--- config.mk ---
export PLATFORM = sky130hd
export DESIGN_NAME = dm_access_ctrl_flat
export DESIGN_NICKNAME = d
export VERILOG_FILES = /design/src/rtl/dm_access_ctrl_if.sv /design/src/rtl/dm_access_ctrl.sv /design/src/flat_wrapper.sv
export SDC_FILE = /design/constraint.sdc
export NUM_CORES = 1
export LEC_CHECK = 0
export CORE_MARGIN = 4
export CORE_UTILIZATION = 44
export DETAILED_ROUTE_END_ITERATION = 10
export GPL_TIMING_DRIVEN = 0
export PLACE_DENSITY = 0.81
export SLEW_MARGIN = 30
export SYNTH_ARGS = -nofsm -noshare
export SYNTH_HDL_FRONTEND = slang
export SYNTH_SLANG_ARGS = --single-unit
--- constraint.sdc ---
create_clock -name clk -period 2.6 [get_ports clk]
set_clock_uncertainty 0.2 [all_clocks]
set_input_delay 0.52 -clock clk [delete_from_list [all_inputs] [get_ports clk]]
set_output_delay 0.52 -clock clk [all_outputs]
set_load 0.02 [all_outputs]
--- src/rtl/dm_access_ctrl_if.sv ---
// Data-memory bus between the MEM-stage access controller (master) and the DM/bridge (slave).
interface dm_access_ctrl_if;
  logic        mem_req;
  logic        mem_we;
  logic [3:0]  mem_be;
  logic [31:0] mem_addr;
  logic [31:0] mem_wdata;
  logic        mem_ack;
  logic [31:0] mem_rdata;

  modport master (
    output mem_req, mem_we, mem_be, mem_addr, mem_wdata,
    input  mem_ack, mem_rdata
  );

  modport slave (
    input  mem_req, mem_we, mem_be, mem_addr, mem_wdata,
    output mem_ack, mem_rdata
  );
endinterface

--- src/rtl/dm_access_ctrl.sv ---
// MEM-stage load/store sequencer: decodes MIPS memory opcodes onto a req/ack data-memory bus,
// stalls the pipeline until the access retires, and flags misalignment and bus timeout.
module dm_access_ctrl #(
  parameter int unsigned TIMEOUT = 16,
  parameter int unsigned CNT_W   = 5
) (
  input  logic        clk,
  input  logic        rst_n,
  input  logic        req_valid_i,
  input  logic [5:0]  op_i,
  input  logic [31:0] addr_i,
  input  logic [31:0] wdata_i,
  output logic        stall_c_o,
  output logic        done_o,
  output logic [31:0] rdata_o,
  output logic        exc_adel_o,
  output logic        exc_ades_o,
  output logic        exc_bus_o,
  dm_access_ctrl_if.master mem
);

  localparam int unsigned DATA_W = 32;
  localparam int unsigned BE_W   = 4;

  localparam logic [5:0] OP_LB  = 6'b100000;
  localparam logic [5:0] OP_LH  = 6'b100001;
  localparam logic [5:0] OP_LW  = 6'b100011;
  localparam logic [5:0] OP_LBU = 6'b100100;
  localparam logic [5:0] OP_LHU = 6'b100101;
  localparam logic [5:0] OP_SB  = 6'b101000;
  localparam logic [5:0] OP_SH  = 6'b101001;
  localparam logic [5:0] OP_SW  = 6'b101011;

  localparam logic [1:0] SZ_BYTE = 2'b00;
  localparam logic [1:0] SZ_HALF = 2'b01;

  typedef enum logic [1:0] {ST_IDLE, ST_REQ, ST_DONE} state_e;

  state_e              state_q;
  logic                store_q;
  logic                unsigned_q;
  logic [1:0]          size_q;
  logic [1:0]          lane_q;
  logic [CNT_W-1:0]    cnt_q;
  logic                done_q;
  logic [DATA_W-1:0]   rdata_q;
  logic                exc_adel_q;
  logic                exc_ades_q;
  logic                exc_bus_q;
  logic                mem_req_q;
  logic                mem_we_q;
  logic [BE_W-1:0]     mem_be_q;
  logic [DATA_W-1:0]   mem_addr_q;
  logic [DATA_W-1:0]   mem_wdata_q;

  logic                legal_c;
  logic                store_c;
  logic [1:0]          size_c;
  logic                misalign_c;
  logic [BE_W-1:0]     be_c;
  logic [DATA_W-1:0]   wdata_lane_c;
  logic [7:0]          byte_sel_c;
  logic [15:0]         half_sel_c;
  logic [DATA_W-1:0]   load_ext_c;
  logic [CNT_W-1:0]    cnt_inc_c;

  // Opcode decode of the incoming request: legality, alignment, lanes.
  always_comb begin
    store_c      = op_i[3];
    size_c       = op_i[1:0];
    legal_c      = (op_i == OP_LB)  || (op_i == OP_LH)  || (op_i == OP_LW) ||
                   (op_i == OP_LBU) || (op_i == OP_LHU) || (op_i == OP_SB) ||
                   (op_i == OP_SH)  || (op_i == OP_SW);
    misalign_c   = 1'b0;
    be_c         = 4'b1111;
    wdata_lane_c = '0;
    case (size_c)
      SZ_BYTE: misalign_c = 1'b0;
      SZ_HALF: misalign_c = addr_i[0];
      default: misalign_c = |addr_i[1:0];
    endcase
    if (store_c) begin
      case (size_c)
        SZ_BYTE: begin
          be_c         = 4'b0001 << addr_i[1:0];
          wdata_lane_c = {4{wdata_i[7:0]}};
        end
        SZ_HALF: begin
          be_c         = addr_i[1] ? 4'b1100 : 4'b0011;
          wdata_lane_c = {2{wdata_i[15:0]}};
        end
        default: begin
          be_c         = 4'b1111;
          wdata_lane_c = wdata_i;
        end
      endcase
    end
  end

  // Lane select and extension of the returned word using the latched access.
  always_comb begin
    case (lane_q)
      2'd0:    byte_sel_c = mem.mem_rdata[7:0];
      2'd1:    byte_sel_c = mem.mem_rdata[15:8];
      2'd2:    byte_sel_c = mem.mem_rdata[23:16];
      default: byte_sel_c = mem.mem_rdata[31:24];
    endcase
    half_sel_c = lane_q[1] ? mem.mem_rdata[31:16] : mem.mem_rdata[15:0];
    case (size_q)
      SZ_BYTE: load_ext_c = unsigned_q ? {24'd0, byte_sel_c}
                                       : {{24{byte_sel_c[7]}}, byte_sel_c};
      SZ_HALF: load_ext_c = unsigned_q ? {16'd0, half_sel_c}
                                       : {{16{half_sel_c[15]}}, half_sel_c};
      default: load_ext_c = mem.mem_rdata;
    endcase
    if (store_q) load_ext_c = '0;
  end

  assign cnt_inc_c = cnt_q + CNT_W'(1);

  // Stall is live in the request cycle so the MEM stage holds on acceptance.
  assign stall_c_o = ((state_q == ST_IDLE) && req_valid_i && legal_c) || (state_q == ST_REQ);

  always_ff @(posedge clk or negedge rst_n) begin
    if (!rst_n) begin
      state_q     <= ST_IDLE;
      store_q     <= 1'b0;
      unsigned_q  <= 1'b0;
      size_q      <= 2'b00;
      lane_q      <= 2'b00;
      cnt_q       <= '0;
      done_q      <= 1'b0;
      rdata_q     <= '0;
      exc_adel_q  <= 1'b0;
      exc_ades_q  <= 1'b0;
      exc_bus_q   <= 1'b0;
      mem_req_q   <= 1'b0;
      mem_we_q    <= 1'b0;
      mem_be_q    <= '0;
      mem_addr_q  <= '0;
      mem_wdata_q <= '0;
    end else begin
      done_q <= 1'b0;
      case (state_q)
        ST_IDLE: begin
          if (req_valid_i && legal_c) begin
            store_q    <= store_c;
            unsigned_q <= op_i[2];
            size_q     <= size_c;
            lane_q     <= addr_i[1:0];
            rdata_q    <= '0;
            if (misalign_c) begin
              state_q    <= ST_DONE;
              done_q     <= 1'b1;
              exc_adel_q <= !store_c;
              exc_ades_q <= store_c;
            end else begin
              state_q     <= ST_REQ;
              cnt_q       <= '0;
              mem_req_q   <= 1'b1;
              mem_we_q    <= store_c;
              mem_be_q    <= be_c;
              mem_addr_q  <= {addr_i[31:2], 2'b00};
              mem_wdata_q <= wdata_lane_c;
            end
          end
        end
        ST_REQ: begin
          // Ack takes priority over a timeout expiring in the same cycle.
          if (mem.mem_ack || (cnt_inc_c == CNT_W'(TIMEOUT))) begin
            state_q     <= ST_DONE;
            done_q      <= 1'b1;
            rdata_q     <= mem.mem_ack ? load_ext_c : '0;
            exc_bus_q   <= !mem.mem_ack;
            mem_req_q   <= 1'b0;
            mem_we_q    <= 1'b0;
            mem_be_q    <= '0;
            mem_addr_q  <= '0;
            mem_wdata_q <= '0;
          end else begin
            cnt_q <= cnt_inc_c;
          end
        end
        ST_DONE: begin
          state_q    <= ST_IDLE;
          cnt_q      <= '0;
          rdata_q    <= '0;
          exc_adel_q <= 1'b0;
          exc_ades_q <= 1'b0;
          exc_bus_q  <= 1'b0;
        end
        default: state_q <= ST_IDLE;
      endcase
    end
  end

  assign done_o        = done_q;
  assign rdata_o       = rdata_q;
  assign exc_adel_o    = exc_adel_q;
  assign exc_ades_o    = exc_ades_q;
  assign exc_bus_o     = exc_bus_q;
  assign mem.mem_req   = mem_req_q;
  assign mem.mem_we    = mem_we_q;
  assign mem.mem_be    = mem_be_q;
  assign mem.mem_addr  = mem_addr_q;
  assign mem.mem_wdata = mem_wdata_q;

endmodule

--- src/flat_wrapper.sv ---
// flat-port wrapper written by rule: the top's interface ports become plain ports
module dm_access_ctrl_flat 
#(
  parameter int unsigned TIMEOUT = 16,
  parameter int unsigned CNT_W   = 5
)
  (clk, rst_n, req_valid_i, op_i, addr_i, wdata_i, stall_c_o, done_o, rdata_o, exc_adel_o, exc_ades_o, exc_bus_o, mem_mem_req, mem_mem_we, mem_mem_be, mem_mem_addr, mem_mem_wdata, mem_mem_ack, mem_mem_rdata);
  dm_access_ctrl_if mem_i ();
  input  logic clk;
  input  logic rst_n;
  input  logic req_valid_i;
  input  logic [5:0] op_i;
  input  logic [31:0] addr_i;
  input  logic [31:0] wdata_i;
  output logic stall_c_o;
  output logic done_o;
  output logic [31:0] rdata_o;
  output logic exc_adel_o;
  output logic exc_ades_o;
  output logic exc_bus_o;
  output wire logic [$bits(mem_i.mem_req)-1:0] mem_mem_req;
  output wire logic [$bits(mem_i.mem_we)-1:0] mem_mem_we;
  output wire logic [$bits(mem_i.mem_be)-1:0] mem_mem_be;
  output wire logic [$bits(mem_i.mem_addr)-1:0] mem_mem_addr;
  output wire logic [$bits(mem_i.mem_wdata)-1:0] mem_mem_wdata;
  input wire logic [$bits(mem_i.mem_ack)-1:0] mem_mem_ack;
  input wire logic [$bits(mem_i.mem_rdata)-1:0] mem_mem_rdata;
  assign mem_mem_req = mem_i.mem_req;
  assign mem_mem_we = mem_i.mem_we;
  assign mem_mem_be = mem_i.mem_be;
  assign mem_mem_addr = mem_i.mem_addr;
  assign mem_mem_wdata = mem_i.mem_wdata;
  assign mem_i.mem_ack = mem_mem_ack;
  assign mem_i.mem_rdata = mem_mem_rdata;
  dm_access_ctrl #(.TIMEOUT(TIMEOUT), .CNT_W(CNT_W)) u_core (.clk(clk), .rst_n(rst_n), .req_valid_i(req_valid_i), .op_i(op_i), .addr_i(addr_i), .wdata_i(wdata_i), .stall_c_o(stall_c_o), .done_o(done_o), .rdata_o(rdata_o), .exc_adel_o(exc_adel_o), .exc_ades_o(exc_ades_o), .exc_bus_o(exc_bus_o), .mem(mem_i));
endmodule
== Word level (Yosys, flattened, before mapping) ==
Index checks and enable logic that the tools add are counted.
Cells by class
  reductions and logical operators: 30
  eq/ne operators: 20
  shift-type cells: 1
  add/sub/neg operators: 1
  muxes and demuxes: 54
Operator list (number)
  $mux W32: 12
  $pmux W32 S2: 4
  $pmux W32 S3: 1
  $eq A6 B6 Y1 const B: 8
  $pmux W8 S3: 1
  $mux W4: 5
  $mux W16: 1
  $pmux W4 S2: 2
  $mux W5: 3
  $pmux W5 S3: 1
  $pmux W1 S2: 7
  $mux W1: 13
  $logic_or A1 B1 Y1: 9
  $eq A2 B1 Y1 const B: 4
  $logic_not A2 Y1: 4
  $ne A2 B2 Y1 const B: 4
  $reduce_and A4 Y1: 2
  $mux W2: 3
  $reduce_and A2 Y1: 3
  $reduce_and A3 Y1: 2
  $reduce_bool A2 Y1: 3
  $add A5 B1 Y5 const B: 1
  $eq A5 B5 Y1 const B: 1
  $eq A2 B2 Y1 const B: 2
  other kinds (7): 10
Word-level totals
  register bits after elaboration: 119
  input bits: 106

== Logic depth before layout (Yosys ltp) ==
  depth after elaboration: 11
  gate-level depth with buffers: 9

== Worst setup path before layout ==
Ideal clock, no wire load.
  path kind: input -> output
  from: in op_i[4]
  to: out stall_c_o
  arrival: 1483 ps
  stages: 5
  path buffers: 0
  slack: 397 ps
  cells stage by stage: and3b_1 nand2_1 nor3_1 nand2_1 nand2_1
Between the ends
  word-level cells in the longest chain between the ends: 10
Ends and longest elaborated chain
  from (decl): line flat_wrapper.sv:12  | input logic [5:0] op_i;
  $eq A6 B6 Y1: line dm_access_ctrl.sv:71  | legal_c = (op_i == OP_LB) || (op_i == OP_LH) || (op_i == OP_LW) ||
  $logic_or A1 B1 Y1 (3 in series): line dm_access_ctrl.sv:71
  $logic_or A1 B1 Y1 (3 in series): line dm_access_ctrl.sv:72  | (op_i == OP_LBU) || (op_i == OP_LHU) || (op_i == OP_SB) ||
  $logic_or A1 B1 Y1 (*): line dm_access_ctrl.sv:73  | (op_i == OP_SH) || (op_i == OP_SW);
  $logic_and A1 B1 Y1 (*): line dm_access_ctrl.sv:122  | assign stall_c_o = ((state_q == ST_IDLE) && req_valid_i && legal_c) || (state_q == ST_REQ);
  $logic_or A1 B1 Y1 (*): line dm_access_ctrl.sv:122
  to (decl): line flat_wrapper.sv:15  | output logic stall_c_o;
Every way passes the cells marked *; elsewhere a longest branch is shown, timed or not.

== Final worst setup path ==
  from: in op_i[5]
  to: out stall_c_o
The elaborated chain is that of the path after synthesis.

==> impl_metrics.csv <==
group,metric,value,unit
worst_setup_path,cp_max_fo,4,
power,p_leak,3.73,nW
synthesis,yosysUniqueCellTypes,52,
synthesis,yosysSeqAreaShare,0.541,
grt,grt_overflow_total,0,
synthesis,synth_edf_count,0,
floorplan,top_level_ports,213,
worst_setup_path,end_kind,"primary output",
worst_setup_path,crit_top_cell,"nand2_2",
placed_design,place_congestion,0.898,
synthesis,synth_xor_area_frac,0.00162,
layout,drive_above_1_share,0.126,
layout,instances_no_fill,848,
layout,multi_input_area,2270,sq um
power,power.density,808,nW/um^2
outcome,status,"complete, no violations",
flow_run,cap_violations,0,
timing,drv_slew,0,
floorplan,dieArea,14100,sq um
synthesis,synth-adder-area-share,0.00231,
drt,drc,0,
synthesis,syn_inst,455,
synthesis,ys_ff_latch,117,
layout,n_fill_cell,868,
power,switchingPower,2.01,mW
clock_tree,path_clk_slew,50,ps
placed_design,io_buffers,208,
hold_path,hold_path_depth,1,
timing,fmax,394,MHz
timing,hold_viol_final,0,
grt,grt_pass1_wl,28.3,mm
drt,wl_per_cell,20.8,microns
timing,setup_viol,0,
layout,most-common-layout-cells,"204 x clkdlybuf4s50_1, 117 x dfrtp_1, 54 x a22o_1, 32 x mux2i_1, 27 x nand2_1",
worst_setup_path,cpPeakStageDelay,450,ps
placed_design,hpwl,12.9,mm
clock_tree,clock_sinks,117,
synthesis,synthSimpleGateAreaFrac,0.0615,
worst_setup_path,critPathBufInv,2,
power,clockPowerShare,0.360,
drt,drt-total-wl,17.7,mm
clock_tree,clkLatencyLatePin,410,ps
timing,setup_slack,64.7,ps
worst_setup_path,required,1880,ps
drt,ant_nets,0,
synthesis,async_flop_share,1.00,
timing,hold_ws,288,ps
timing,rsz0062_at_grt,"no",
hold_path,hold_path.class,"reg -> reg",
power,p_sw_frac,0.296,
placed_design,place_inst,812,
grt,met3_usage,0.105,
layout,area_growth,55.0,%
clock_tree,cts-root-buf,"clkbuf_16",
grt,use_met2,0.417,
worst_setup_path,crit_chain,"clkdlybuf4s50_1 > and3b_2 > nand2_2 > nor3_4 > nand2_2 > nand2_1 > buf_4",
layout,utilization,0.698,
drt,vias_per_cell,5.78,
synthesis,synth_top_family_by_area,"compound AO/OA/AOI/OAI gates",
timing,fin_setup_tns,0,ps
clock_tree,clockBufferDepth,2,
layout,final_area,8380,sq um
placed_design,place_area,7710,sq um
grt,grt_pass1_vias,5309,
floorplan,rows,40,
grt,grt_antenna_before_repair,0,
layout,fin_nets,795,
power,peakVddDrop,0.000435,V
power,power,6.77,mW
grt,grt_max_degree,67,
worst_setup_path,start_kind,"input port",
synthesis,synth_area,5410,sq um
grt,grtUsageMet1,0.300,
drt,drt_iter0_markers,299,
synthesis,synthMuxAreaShare,0.0780,
worst_setup_path,worstPathArrival,1820,ps
drt,drtPass1Iterations,5,
worst_setup_path,cp.depth,7,
grt,top_usage_layer,"met2",
power,p_comb_frac,0.293,
floorplan,core-area,12000,sq um
synthesis,synth-compound-area-share,0.270,
worst_setup_path,crit_type,"in -> out",
floorplan,dieWidth,119,microns
layout,mostFrequentLayoutCell,"clkdlybuf4s50_1",
timing,finalCriticalPeriod,2540,ps
floorplan,initial_core_util,0.450,
power,p_int,4.77,mW
floorplan,die_h,119,microns
placed_design,place_ws,-899,ps
clock_tree,cts_made_buffers,17,
synthesis,ys.flop_type,"dfrtp_1",
timing,worst_pin_slew,872,ps
clock_tree,cts_tree,"built",
worst_setup_path,reg2regPathDepth,6,
power,power_frac_seq,0.347,
clock_tree,htree_levels,4,
worst_setup_path,cpLargestDelayFamily,"simple AND/OR/NAND/NOR gates",
synthesis,avgSynthCellArea,11.9,sq um
worst_setup_path,cpMaxStageDelayCell,"clkdlybuf4s50_1",
layout,seq_area,2930,sq um
timing,max_slew_margin,0.416,
grt,globalRouteTotalUtil,0.251,
timing,fin_crit_sh,0.975,
synthesis,synth.yosys.warnings,0,
drt,num_vias,4903,
layout,num_antenna_cells,0,
==> cell usage after synthesis (all sizes together), types with 2 or more instances <==
master	number	area (sq um)
a211oi	4	30.0
a21o	9	67.6
a21oi	10	50.1
a221o	22	233
a22o	54	473
a31oi	2	12.5
buf	23	145
clkbuf	14	52.6
dfrtp	117	2930
inv	11	41.3
mux2	7	78.8
mux2i	32	320
nand2	30	115
nand3	4	20.0
nand3b	2	15.0
nor2	17	63.8
nor2b	4	25.0
nor3	5	25.0
nor4	2	25.0
o21ai	24	124
o221a	3	33.8
o22ai	7	43.8
o2bb2ai	25	219
o311ai	2	25.0
o31a	6	52.6
==> state kept, by name, indices dropped and copies added (netlist names), 2 cells and up <==
register and count:
u_core.mem.mem_addr 30, u_core.rdata_o 32, u_core.mem.mem_be 4, u_core.lane_q 2, u_core.mem.mem_wdata 32, u_core.size_q 2, u_core.state_q 2, u_core.cnt_q 5
==> worst paths after layout <==
kind,start,end,slack (ps)
max,op_i[5],stall_c_o,60
min,u_core.rdata_o[9],u_core.rdata_o[9],290
max reg2reg,u_core.cnt_q[0],u_core.cnt_q[0],160
min reg2reg,u_core.rdata_o[9],u_core.rdata_o[9],290
max in group asynchronous,rst_n,u_core.mem.mem_addr[17],1130
min in group asynchronous,rst_n,u_core.rdata_o[14],410
==> final cells by class <==
class | count | area share
buffer | 37 | 0.0236
clock buffer | 24 | 0.0598
clock inverter | 8 | 0.0143
inverter | 11 | 0.00492
multi-input combinational | 291 | 0.270
sequential | 117 | 0.349
tap | 147 | 0.0219
timing repair buffer | 213 | 0.256
==> what timing repair did <==
action                                  in CTS  in global routing
hold endpoints to repair                    51                  0
buffers inserted                             3                  0
hold buffers                                 1                  0
endpoints found under the setup margin       1                 31
pin swaps                                    3                  2
resized for setup                           10                  3
==> per-layer routing <==
| metal | up-vias | part of all wire |
|---|---|---|
| li1 | 2217 | - |
| met2 | 264 | 0.48 |
| met1 | 2396 | 0.41 |
| met3 | 26 | 0.093 |
| met4 | 0 | 0.014 |
| met5 | - | 0 |
==> cells by family after synthesis <==
| kind of cell | Yosys count |
|---|---|
| buffers and inverters | 48 |
| muxes | 40 |
| other | 1 |
| AOI/OAI and AO/OA | 177 |
| DFF | 117 |
| and+or+nand+nor | 70 |
| adders and majority gates | 1 |
| xor gates and xnor gates | 1 |
==> power groups by stage <==
stage / registers, mW / clock network, mW / logic [mW]
6_report: 2.35 / 2.44 / 1.98
3_5_place_dp: 2.36 / 0 / 1.97
3_3_place_gp: 2.35 / 0 / 1.93
2_1_floorplan: 2.67 / 0 / 0.675
5_1_grt: 2.38 / 2.55 / 2.10
4_1_cts: 2.35 / 2.46 / 1.99
(Power assumes the default switching activity.)
